==> src/rtl/wic_frame_pkg.sv <==
// Shared constants for the host-side BLE/SPI response frame path:
// framing, error codes and receiver state encoding.
package wic_frame_pkg;

   localparam logic [7:0]  SYNC_BYTE   = 8'hA5;
   localparam int unsigned FRAME_BYTES = 18;
   localparam int unsigned FRAME_W     = 144;
   localparam int unsigned IDX_W       = 5;

   localparam logic [1:0] ERR_TIMEOUT  = 2'b01;
   localparam logic [1:0] ERR_CHECKSUM = 2'b10;
   localparam logic [1:0] ERR_OVERRUN  = 2'b11;

   localparam logic [1:0] ST_IDLE    = 2'd0;
   localparam logic [1:0] ST_COLLECT = 2'd1;
   localparam logic [1:0] ST_CHECK   = 2'd2;
   localparam logic [1:0] ST_HOLD    = 2'd3;

endpackage

==> src/rtl/frame_idle_timer.sv <==
// Clear/enable idle counter; expired_o is high while the count sits at TIMEOUT.
module frame_idle_timer #(
   parameter int unsigned TIMEOUT = 32'd4000000
) (
   input  logic clk,
   input  logic reset,
   input  logic clear_i,
   input  logic en_i,
   output logic expired_o
);

   localparam int unsigned CNT_W = 32;

   logic [CNT_W-1:0] count_q, count_d;

   // Saturates at TIMEOUT so a late consumer still sees expired_o.
   always_comb begin
      count_d = count_q;
      if (clear_i) begin
         count_d = '0;
      end else if (en_i && (count_q != TIMEOUT)) begin
         count_d = count_q + CNT_W'(1);
      end
   end

   always_ff @(posedge clk or posedge reset) begin
      if (reset) begin
         count_q   <= '0;
         expired_o <= 1'b0;
      end else begin
         count_q   <= count_d;
         expired_o <= (count_d == TIMEOUT);
      end
   end

endmodule

==> src/rtl/ble_response_frame_receiver.sv <==
// Locks onto the sync byte from uart_rx, assembles an 18-byte response frame,
// checks its XOR checksum and holds good frames under a valid/ack handshake.
module ble_response_frame_receiver
   import wic_frame_pkg::*;
#(
   parameter int unsigned TIMEOUT = 32'd4000000
) (
   input  logic               clk,
   input  logic               reset,
   input  logic               soft_reset,
   input  logic [7:0]         rx_data,
   input  logic               rx_valid,
   output logic [FRAME_W-1:0] frame,
   output logic [15:0]        rsp_id,
   output logic [31:0]        payload,
   output logic               frame_valid,
   input  logic               frame_ack,
   output logic               error,
   output logic [1:0]         error_code,
   output logic               busy
);

   localparam logic [IDX_W-1:0] LAST_IDX = IDX_W'(FRAME_BYTES - 1);

   logic [1:0]         state_q, state_d;
   logic [IDX_W-1:0]   idx_q, idx_d;
   logic [7:0]         xor_q, xor_d;
   logic [FRAME_W-1:0] buf_q, buf_d;
   logic [FRAME_W-1:0] frame_q, frame_d;
   logic               error_q, error_d;
   logic [1:0]         error_code_q, error_code_d;
   logic               frame_valid_q, frame_valid_d;
   logic               busy_q, busy_d;
   logic               expired;

   frame_idle_timer #(
      .TIMEOUT (TIMEOUT)
   ) u_idle_timer (
      .clk       (clk),
      .reset     (reset),
      .clear_i   (soft_reset || rx_valid || (state_q != ST_COLLECT)),
      .en_i      ((state_q == ST_COLLECT) && !rx_valid),
      .expired_o (expired)
   );

   // Next-state, byte shift-in and running checksum.
   always_comb begin
      state_d      = state_q;
      idx_d        = idx_q;
      xor_d        = xor_q;
      buf_d        = buf_q;
      frame_d      = frame_q;
      error_d      = 1'b0;
      error_code_d = error_code_q;

      case (state_q)
         ST_IDLE: begin
            if (rx_valid && (rx_data == SYNC_BYTE)) begin
               buf_d   = {(FRAME_W-8)'(0), SYNC_BYTE};
               idx_d   = IDX_W'(1);
               xor_d   = SYNC_BYTE;
               state_d = ST_COLLECT;
            end
         end
         ST_COLLECT: begin
            // A byte arriving on the expiry cycle takes priority over the timeout.
            if (rx_valid) begin
               buf_d = {buf_q[FRAME_W-9:0], rx_data};
               idx_d = idx_q + IDX_W'(1);
               if (idx_q == LAST_IDX) begin
                  state_d = ST_CHECK;
               end else begin
                  xor_d = xor_q ^ rx_data;
               end
            end else if (expired) begin
               error_d      = 1'b1;
               error_code_d = ERR_TIMEOUT;
               idx_d        = '0;
               xor_d        = '0;
               state_d      = ST_IDLE;
            end
         end
         ST_CHECK: begin
            idx_d = '0;
            xor_d = '0;
            if (xor_q == buf_q[7:0]) begin
               frame_d = buf_q;
               state_d = ST_HOLD;
            end else begin
               error_d      = 1'b1;
               error_code_d = ERR_CHECKSUM;
               state_d      = ST_IDLE;
            end
         end
         ST_HOLD: begin
            // On ack the same-cycle byte is treated exactly as in IDLE.
            if (frame_ack) begin
               state_d = ST_IDLE;
               if (rx_valid && (rx_data == SYNC_BYTE)) begin
                  buf_d   = {(FRAME_W-8)'(0), SYNC_BYTE};
                  idx_d   = IDX_W'(1);
                  xor_d   = SYNC_BYTE;
                  state_d = ST_COLLECT;
               end
            end else if (rx_valid) begin
               error_d      = 1'b1;
               error_code_d = ERR_OVERRUN;
            end
         end
         default: begin
            state_d = ST_IDLE;
         end
      endcase

      frame_valid_d = (state_d == ST_HOLD);
      busy_d        = (state_d == ST_COLLECT) || (state_d == ST_CHECK);
   end

   always_ff @(posedge clk or posedge reset) begin
      if (reset) begin
         state_q       <= ST_IDLE;
         idx_q         <= '0;
         xor_q         <= '0;
         buf_q         <= '0;
         frame_q       <= '0;
         error_q       <= 1'b0;
         error_code_q  <= '0;
         frame_valid_q <= 1'b0;
         busy_q        <= 1'b0;
      end else if (soft_reset) begin
         state_q       <= ST_IDLE;
         idx_q         <= '0;
         xor_q         <= '0;
         buf_q         <= '0;
         frame_q       <= '0;
         error_q       <= 1'b0;
         error_code_q  <= '0;
         frame_valid_q <= 1'b0;
         busy_q        <= 1'b0;
      end else begin
         state_q       <= state_d;
         idx_q         <= idx_d;
         xor_q         <= xor_d;
         buf_q         <= buf_d;
         frame_q       <= frame_d;
         error_q       <= error_d;
         error_code_q  <= error_code_d;
         frame_valid_q <= frame_valid_d;
         busy_q        <= busy_d;
      end
   end

   assign frame       = frame_q;
   assign rsp_id      = frame_q[FRAME_W-9 -: 16];
   assign payload     = frame_q[FRAME_W-25 -: 32];
   assign frame_valid = frame_valid_q;
   assign error       = error_q;
   assign error_code  = error_code_q;
   assign busy        = busy_q;

endmodule
==> config.mk <==
export PLATFORM = sky130hd
export DESIGN_NAME = ble_response_frame_receiver
export DESIGN_NICKNAME = d
export VERILOG_FILES = /design/src/rtl/wic_frame_pkg.sv /design/src/rtl/frame_idle_timer.sv /design/src/rtl/ble_response_frame_receiver.sv
export SDC_FILE = /design/constraint.sdc
export NUM_CORES = 1
export LEC_CHECK = 0
export BUFFER_PORTS_ARGS = -buffer_cell sky130_fd_sc_hd__buf_2
export CORE_MARGIN = 10
export CORE_UTILIZATION = 57
export CTS_CLUSTER_DIAMETER = 80
export DETAILED_ROUTE_END_ITERATION = 7
export PLACE_DENSITY = 0.81
export SYNTH_ARGS = -nofsm -noshare
export SYNTH_HDL_FRONTEND = slang
export SYNTH_SLANG_ARGS = --single-unit
==> constraint.sdc <==
create_clock -name clk -period 14.3 [get_ports clk]
set_input_delay 2.86 -clock clk [delete_from_list [all_inputs] [get_ports clk]]
set_output_delay 2.86 -clock clk [all_outputs]
set_load 0.05 [all_outputs]
[Word level (Yosys, flattened, before mapping)]
Cells that the tools add are included.
Operators by class
  equal/unequal tests: 21
  mux-type cells: 48
  bitwise gates (word level): 1
  add/subtract/negate cells: 2
  reduce and logical (&&, ||, !) cells: 17
Operator list (count)
  2-to-1 mux 144 bit: 7
  one-hot mux 144 bit (3 select lines): 1
  2-to-1 mux 32 bit: 2
  2-to-1 mux 8 bit: 6
  adder 32 x 1 -> 32 bit (second input constant): 1
  equality test 32 x 22 -> 1 bit (second input constant): 1
  != test 32 x 22 -> 1 bit (second input constant): 1
  one-hot mux 8 bit (4 select lines): 1
  2-to-1 mux 2 bit: 13
  2-to-1 mux 5 bit: 5
  one-hot mux 5 bit (4 select lines): 1
  != test 3 bit (second input constant): 6
  2-to-1 mux 1 bit: 9
  equality test 2 bit (second input constant): 4
  equality test 8 bit: 1
  equality test 8 bit (second input constant): 1
  one-hot mux 2 bit (4 select lines): 1
  nonzero test 4 bit: 2
  XOR 8 bit: 1
  one-hot mux 2 bit (3 select lines): 1
  AND reduction 3 bit: 2
  AND reduction 6 bit: 1
  adder 5 x 1 -> 5 bit (second input constant): 1
  equality test 5 bit (second input constant): 1
  other kinds (12): 19
Storage, ports and cells
  input port bits: 13
  logic and storage cells: 100
  output and inout port bits: 197
  bits in registers: 341

[Longest topological paths before layout]
  depth in word-level cells: 8
  mapped depth: 12
  gate-level depth less buffers: 9

[By module]
A second synthesis with hierarchy kept.
Second synthesis, totals
  cells, all modules: 1414
  area total of the unflattened synthesis: 14849.2 um2
Modules (own cells, without submodules)
  ble_response_frame_receiver: instances 1, sequential area each 7707.4 um2, cells each 1178, area an instance 12737.2 um2
  frame_idle_timer: instances 1, sequential area each 825.8 um2, cells each 236, area an instance 2112.0 um2

[Worst setup path after synthesis]
Ideal clock, no wire load.
  path type: input -> register
  start: in rx_valid
  end: reg u_idle_timer.expired_o
  library setup time: 0.111 ns
  data arrival time: 5.458 ns
  buffers on the path: 2
  required time: 14.189 ns
  slack: 8.731 ns
  stages on the path: 9
  cells stage by stage: buf_2 nand2b_4 buf_2 nor3_1 a31oi_1 or4b_1 or4b_1 or4_1 a2111oi_2
Between the ends
  word-level cells in the longest chain between the ends: 6
  elaborated cells between the ends (all ways): 8
  classes of those cells: eq/ne: 1; mux: 2; reduce/logical: 5
RTL lines
  from (decl): RTL line ble_response_frame_receiver.sv:12  | input logic rx_valid,
  logical NOT 1 bit: RTL line ble_response_frame_receiver.sv:42  | .en_i ((state_q == ST_COLLECT) && !rx_valid),
  logical AND 1 bit: RTL line ble_response_frame_receiver.sv:42
  logical AND 1 bit: RTL line frame_idle_timer.sv:21  | end else if (en_i && (count_q != TIMEOUT)) begin
  2-to-1 mux 32 bit: RTL line frame_idle_timer.sv:21
  2-to-1 mux 32 bit (*): RTL line frame_idle_timer.sv:19  | if (clear_i) begin
  equality test 32 x 22 -> 1 bit (*): RTL line frame_idle_timer.sv:32  | expired_o <= (count_d == TIMEOUT);
  to (signal assigned): RTL line frame_idle_timer.sv:32
  to (decl): RTL line frame_idle_timer.sv:9  | output logic expired_o
Every way passes the cells marked *; elsewhere a longest branch is shown, timed or not.
A chain may end at the register's enable or synchronous reset.

[Worst setup path in the final report]
  start: in rx_data[4]
  end: reg xor_q[7]
Between the ends
  word-level cells in the longest chain between the ends: 6
RTL lines
  from (decl): RTL line ble_response_frame_receiver.sv:11  | input logic [7:0] rx_data,
  equality test 8 bit (*): RTL line ble_response_frame_receiver.sv:58, ble_response_frame_receiver.sv:99
  logical AND 1 bit (*): RTL line ble_response_frame_receiver.sv:58, ble_response_frame_receiver.sv:99
  2-to-1 mux 8 bit (*)
  2-to-1 mux 8 bit
  one-hot mux 8 bit (4 select lines) (*)
  2-to-1 mux 8 bit (*)
  to (signal assigned): RTL line ble_response_frame_receiver.sv:143  | xor_q <= xor_d;
  to (decl): RTL line ble_response_frame_receiver.sv:27  | logic [7:0] xor_q, xor_d;
Every way passes the cells marked *; elsewhere a longest branch is shown, timed or not. The select of a mux whose other input is x is not followed.

==> flow_summary_export.csv <==
group,metric,value,unit
clock_tree,clk_path_buf_depth,3,
routing,viasPerCell,5.77,
final_layout,syn2layout_area_growth,14.6,%
global_route,grt-ovfl-total,0,
synth,ys_warn_count,0,
clock_tree,post_cts_resized,0,
timing,worst_pin_slew,1.24,ns
worst_setup_path,worstPathMaxFanout,17,
placed_design,dp.cells,1904,
routing,met1_length,15.0,mm
timing,tns,0,ns
clock_tree,clock_latency,0.51,ns
clock_tree,htreeDepth,2,
synth,synth_fp_nets,1529,
timing,finalClockSkew,0.0177,ns
synth,synthArstFlopShare,1.00,
global_route,grt_pass1_vias,11100,
clock_tree,cts.clk_slew.worst_paths,0.06,ns
worst_setup_path,cpMaxStageDelayCell,"a22oi_1",
global_route,grt_pass1_wl,59.8,mm
power_and_ir_drop,pwr_density_cell,123,nW/um^2
clock_tree,cts-root-buf,"clkbuf_16",
flow_run,max_cap_viol_count,0,
timing,maxSlewHeadroom,0.171,
routing,routed-via-count,11400,
worst_setup_path,crit_buf_inv,1,
final_layout,final_cell_count_no_fill,1968,
floorplanning,die_y,180,um
synth,seq_area_frac_synth,0.586,
timing,setup_viol,0,
outcome,status,"finished clean",
timing,rsz0062_at_grt,"no",
synth,synth_edf_count,0,
clock_tree,postCtsHoldBufs,0,
final_layout,drive_above_1_share,0.179,
floorplanning,die_w,180,um
worst_setup_path,critical_path_required,14.65,ns
final_layout,nFillCells,1932,
timing,period_needed,5.46,ns
synth,synth_cell_type_count,58,
clock_tree,cts_buffers,36,
worst_setup_path,ff2ff_setup_slack,10.60,ns
worst_setup_path,startpoint_type,"primary input",
timing,period_share,0.382,
clock_tree,cts_tree,"done",
global_route,grt_max_degree,148,
timing,max_freq,183,MHz
floorplanning,core,25200,sq um
worst_setup_path,crit_chain,"buf_2, nand4bb_1, nor4_1, o221ai_1, a22oi_1, a21boi_0, a211oi_1",
synth,ys_ff_latch,341,
placed_design,gp_congestion,0.912,
synth,synth_flop_cell,"dfrtp_1",
global_route,antenna_found_initial,2,
routing,wl,36.5,mm
floorplanning,floorplan.initialDensity,0.579,
worst_hold_path,holdCritPathClass,"register to register",
timing,hold_viol,0,
synth,syn_area,14600,sq um
final_layout,final_common_cell,"nand2_1",
power_and_ir_drop,ir_drop,0.175,mV
final_layout,multi_input_area,5240,sq um
worst_setup_path,worstPathArrival,5.81,ns
routing,firstDrtPassIters,5,
timing,drv_slew,0,
worst_setup_path,max_stage_delay,0.96,ns
floorplanning,fp.dieArea,32400,sq um
final_layout,nNetsFinal,1634,
clock_tree,postCtsSetupBuffers,0,
routing,wl_met3,2.62,mm
global_route,grt_usage,0.218,
routing,highest-signal-layer,"met5",
routing,ant_nets,0,
floorplanning,ioPinCount,210,
worst_setup_path,cp-end-kind,"register",
final_layout,seqCellArea,8530,sq um
clock_tree,clock_sinks,341,
routing,route.met2.wl,17.8,mm
routing,drtIter0Drc,1085,
synth,avgSynthCellArea,9.67,sq um
worst_setup_path,crit_type,"primary input to register",
placed_design,io_buffers,209,
routing,wl_per_cell,18.5,um
placed_design,dp_hpwl,23.7,mm
worst_setup_path,critical_path.top_delay_family,"compound AO/OA/AOI/OAI gates",
routing,drcViolationCount,0,
synth,syn_inst,1507,
final_layout,mostFrequentLayoutCells,"419 x nand2_1, 341 x dfrtp_1, 208 x buf_2",
floorplanning,rows,58,
power_and_ir_drop,p_leak,7.83,nW
==> state kept, by name, indices dropped and copies added (netlist names) <==
name	count
error	1
state_q	2
error_code	2
idx_q	5
u_idle_timer.count_q	32
busy	1
xor_q	8
u_idle_timer.expired_o	1
frame	144
frame_valid	1
buf_q	144
==> cell usage after synthesis, types with 3 or more instances <==
library cell | n | share of area
and3_1 | 6 | 0.0026
o31ai_1 | 5 | 0.0026
a211oi_1 | 4 | 0.0021
buf_1 | 5 | 0.0013
a31oi_1 | 4 | 0.0017
and4_1 | 4 | 0.0024
a22o_1 | 85 | 0.051
o21ai_1 | 4 | 0.0014
a21oi_1 | 152 | 0.052
clkbuf_1 | 95 | 0.024
xor2_1 | 15 | 0.0090
nand2_1 | 420 | 0.11
nand4_1 | 17 | 0.0073
xnor2_1 | 22 | 0.013
dfrtp_1 | 341 | 0.59
and2_1 | 5 | 0.0021
nor2b_1 | 3 | 0.0013
nor3_1 | 16 | 0.0055
inv_1 | 16 | 0.0041
ha_1 | 9 | 0.0077
buf_2 | 4 | 0.0014
nor2_1 | 54 | 0.014
mux2i_1 | 3 | 0.0021
nor4_1 | 11 | 0.0047
o21a_1 | 5 | 0.0026
buf_4 | 50 | 0.026
or4_1 | 4 | 0.0021
nand3_1 | 24 | 0.0082
o21ai_0 | 85 | 0.029
==> routing by layer <==
layer  up-vias  GRT usage
met5         -          0
met4         2     0.0751
met3        67     0.0488
met2       421      0.355
met1      5574      0.284
li1       5298          -
==> stage by stage <==
stage	setup slack [ns]	hold slack [ns]	cell area (sq um)	utilization	power [W]
final	8.84	0.483	16700	0.663	0.00205
after global routing	8.60	0.520	16700	0.663	0.00211
after CTS	8.98	0.486	16700	0.663	0.00206
after detailed placement	8.44	0.471	15400	0.612	0.00106
after global placement	8.50	0.462	15400	0.612	0.00106
after floorplan	1.99	0.450	14600	-	0.00104
==> worst paths after layout <==
check	end	from	cells after the start
max in group asynchronous	buf_q[13]	reset	3
worst max register to register	u_idle_timer.expired_o	state_q[1]	9
min in group asynchronous	u_idle_timer.count_q[12]	reset	2
worst min register to register	buf_q[138]	buf_q[138]	2
worst max-delay path	xor_q[7]	rx_data[4]	7
worst min-delay path	buf_q[138]	buf_q[138]	2
==> worst min-delay path, delay by kind of cell, from the launching register on <==
family	cells	cell delay (ns)
flops	1	0.34
compound gates	1	0.06
simple gates	1	0.05
==> logic make-up (layout without fill, tap and decap cells) <==
kind of cell,count (synthesis),count (layout),share of synthesized area
adder cells (fa/ha/maj),9,9,0.00773
other,0,1,0
buffers and inverters,170,300,0.0570
XOR/XNOR,37,37,0.0222
AO/OA/AOI/OAI,363,363,0.154
AND/OR/NAND/NOR,584,584,0.171
flip-flops,341,341,0.586
multiplexers,3,3,0.00206
==> power breakdown <==
group	switching (W)	internal, W
Clock	0.000378	0.000626
Combinational	0.0000560	0.0000142
Sequential	0.00000615	0.000970
Total	0.000440	0.00161
==> area by class of cell <==
type,count,share of cell area
Clock inverter,17,0.0169
Tap cell,330,0.0247
Clock buffer,46,0.0604
Timing Repair Buffer,221,0.0684
Antenna cell,1,0.000150
Sequential cell,341,0.511
Inverter,16,0.00405
Multi-Input combinational cell,996,0.314
Note: power is estimated with default switching activity, not from simulation.
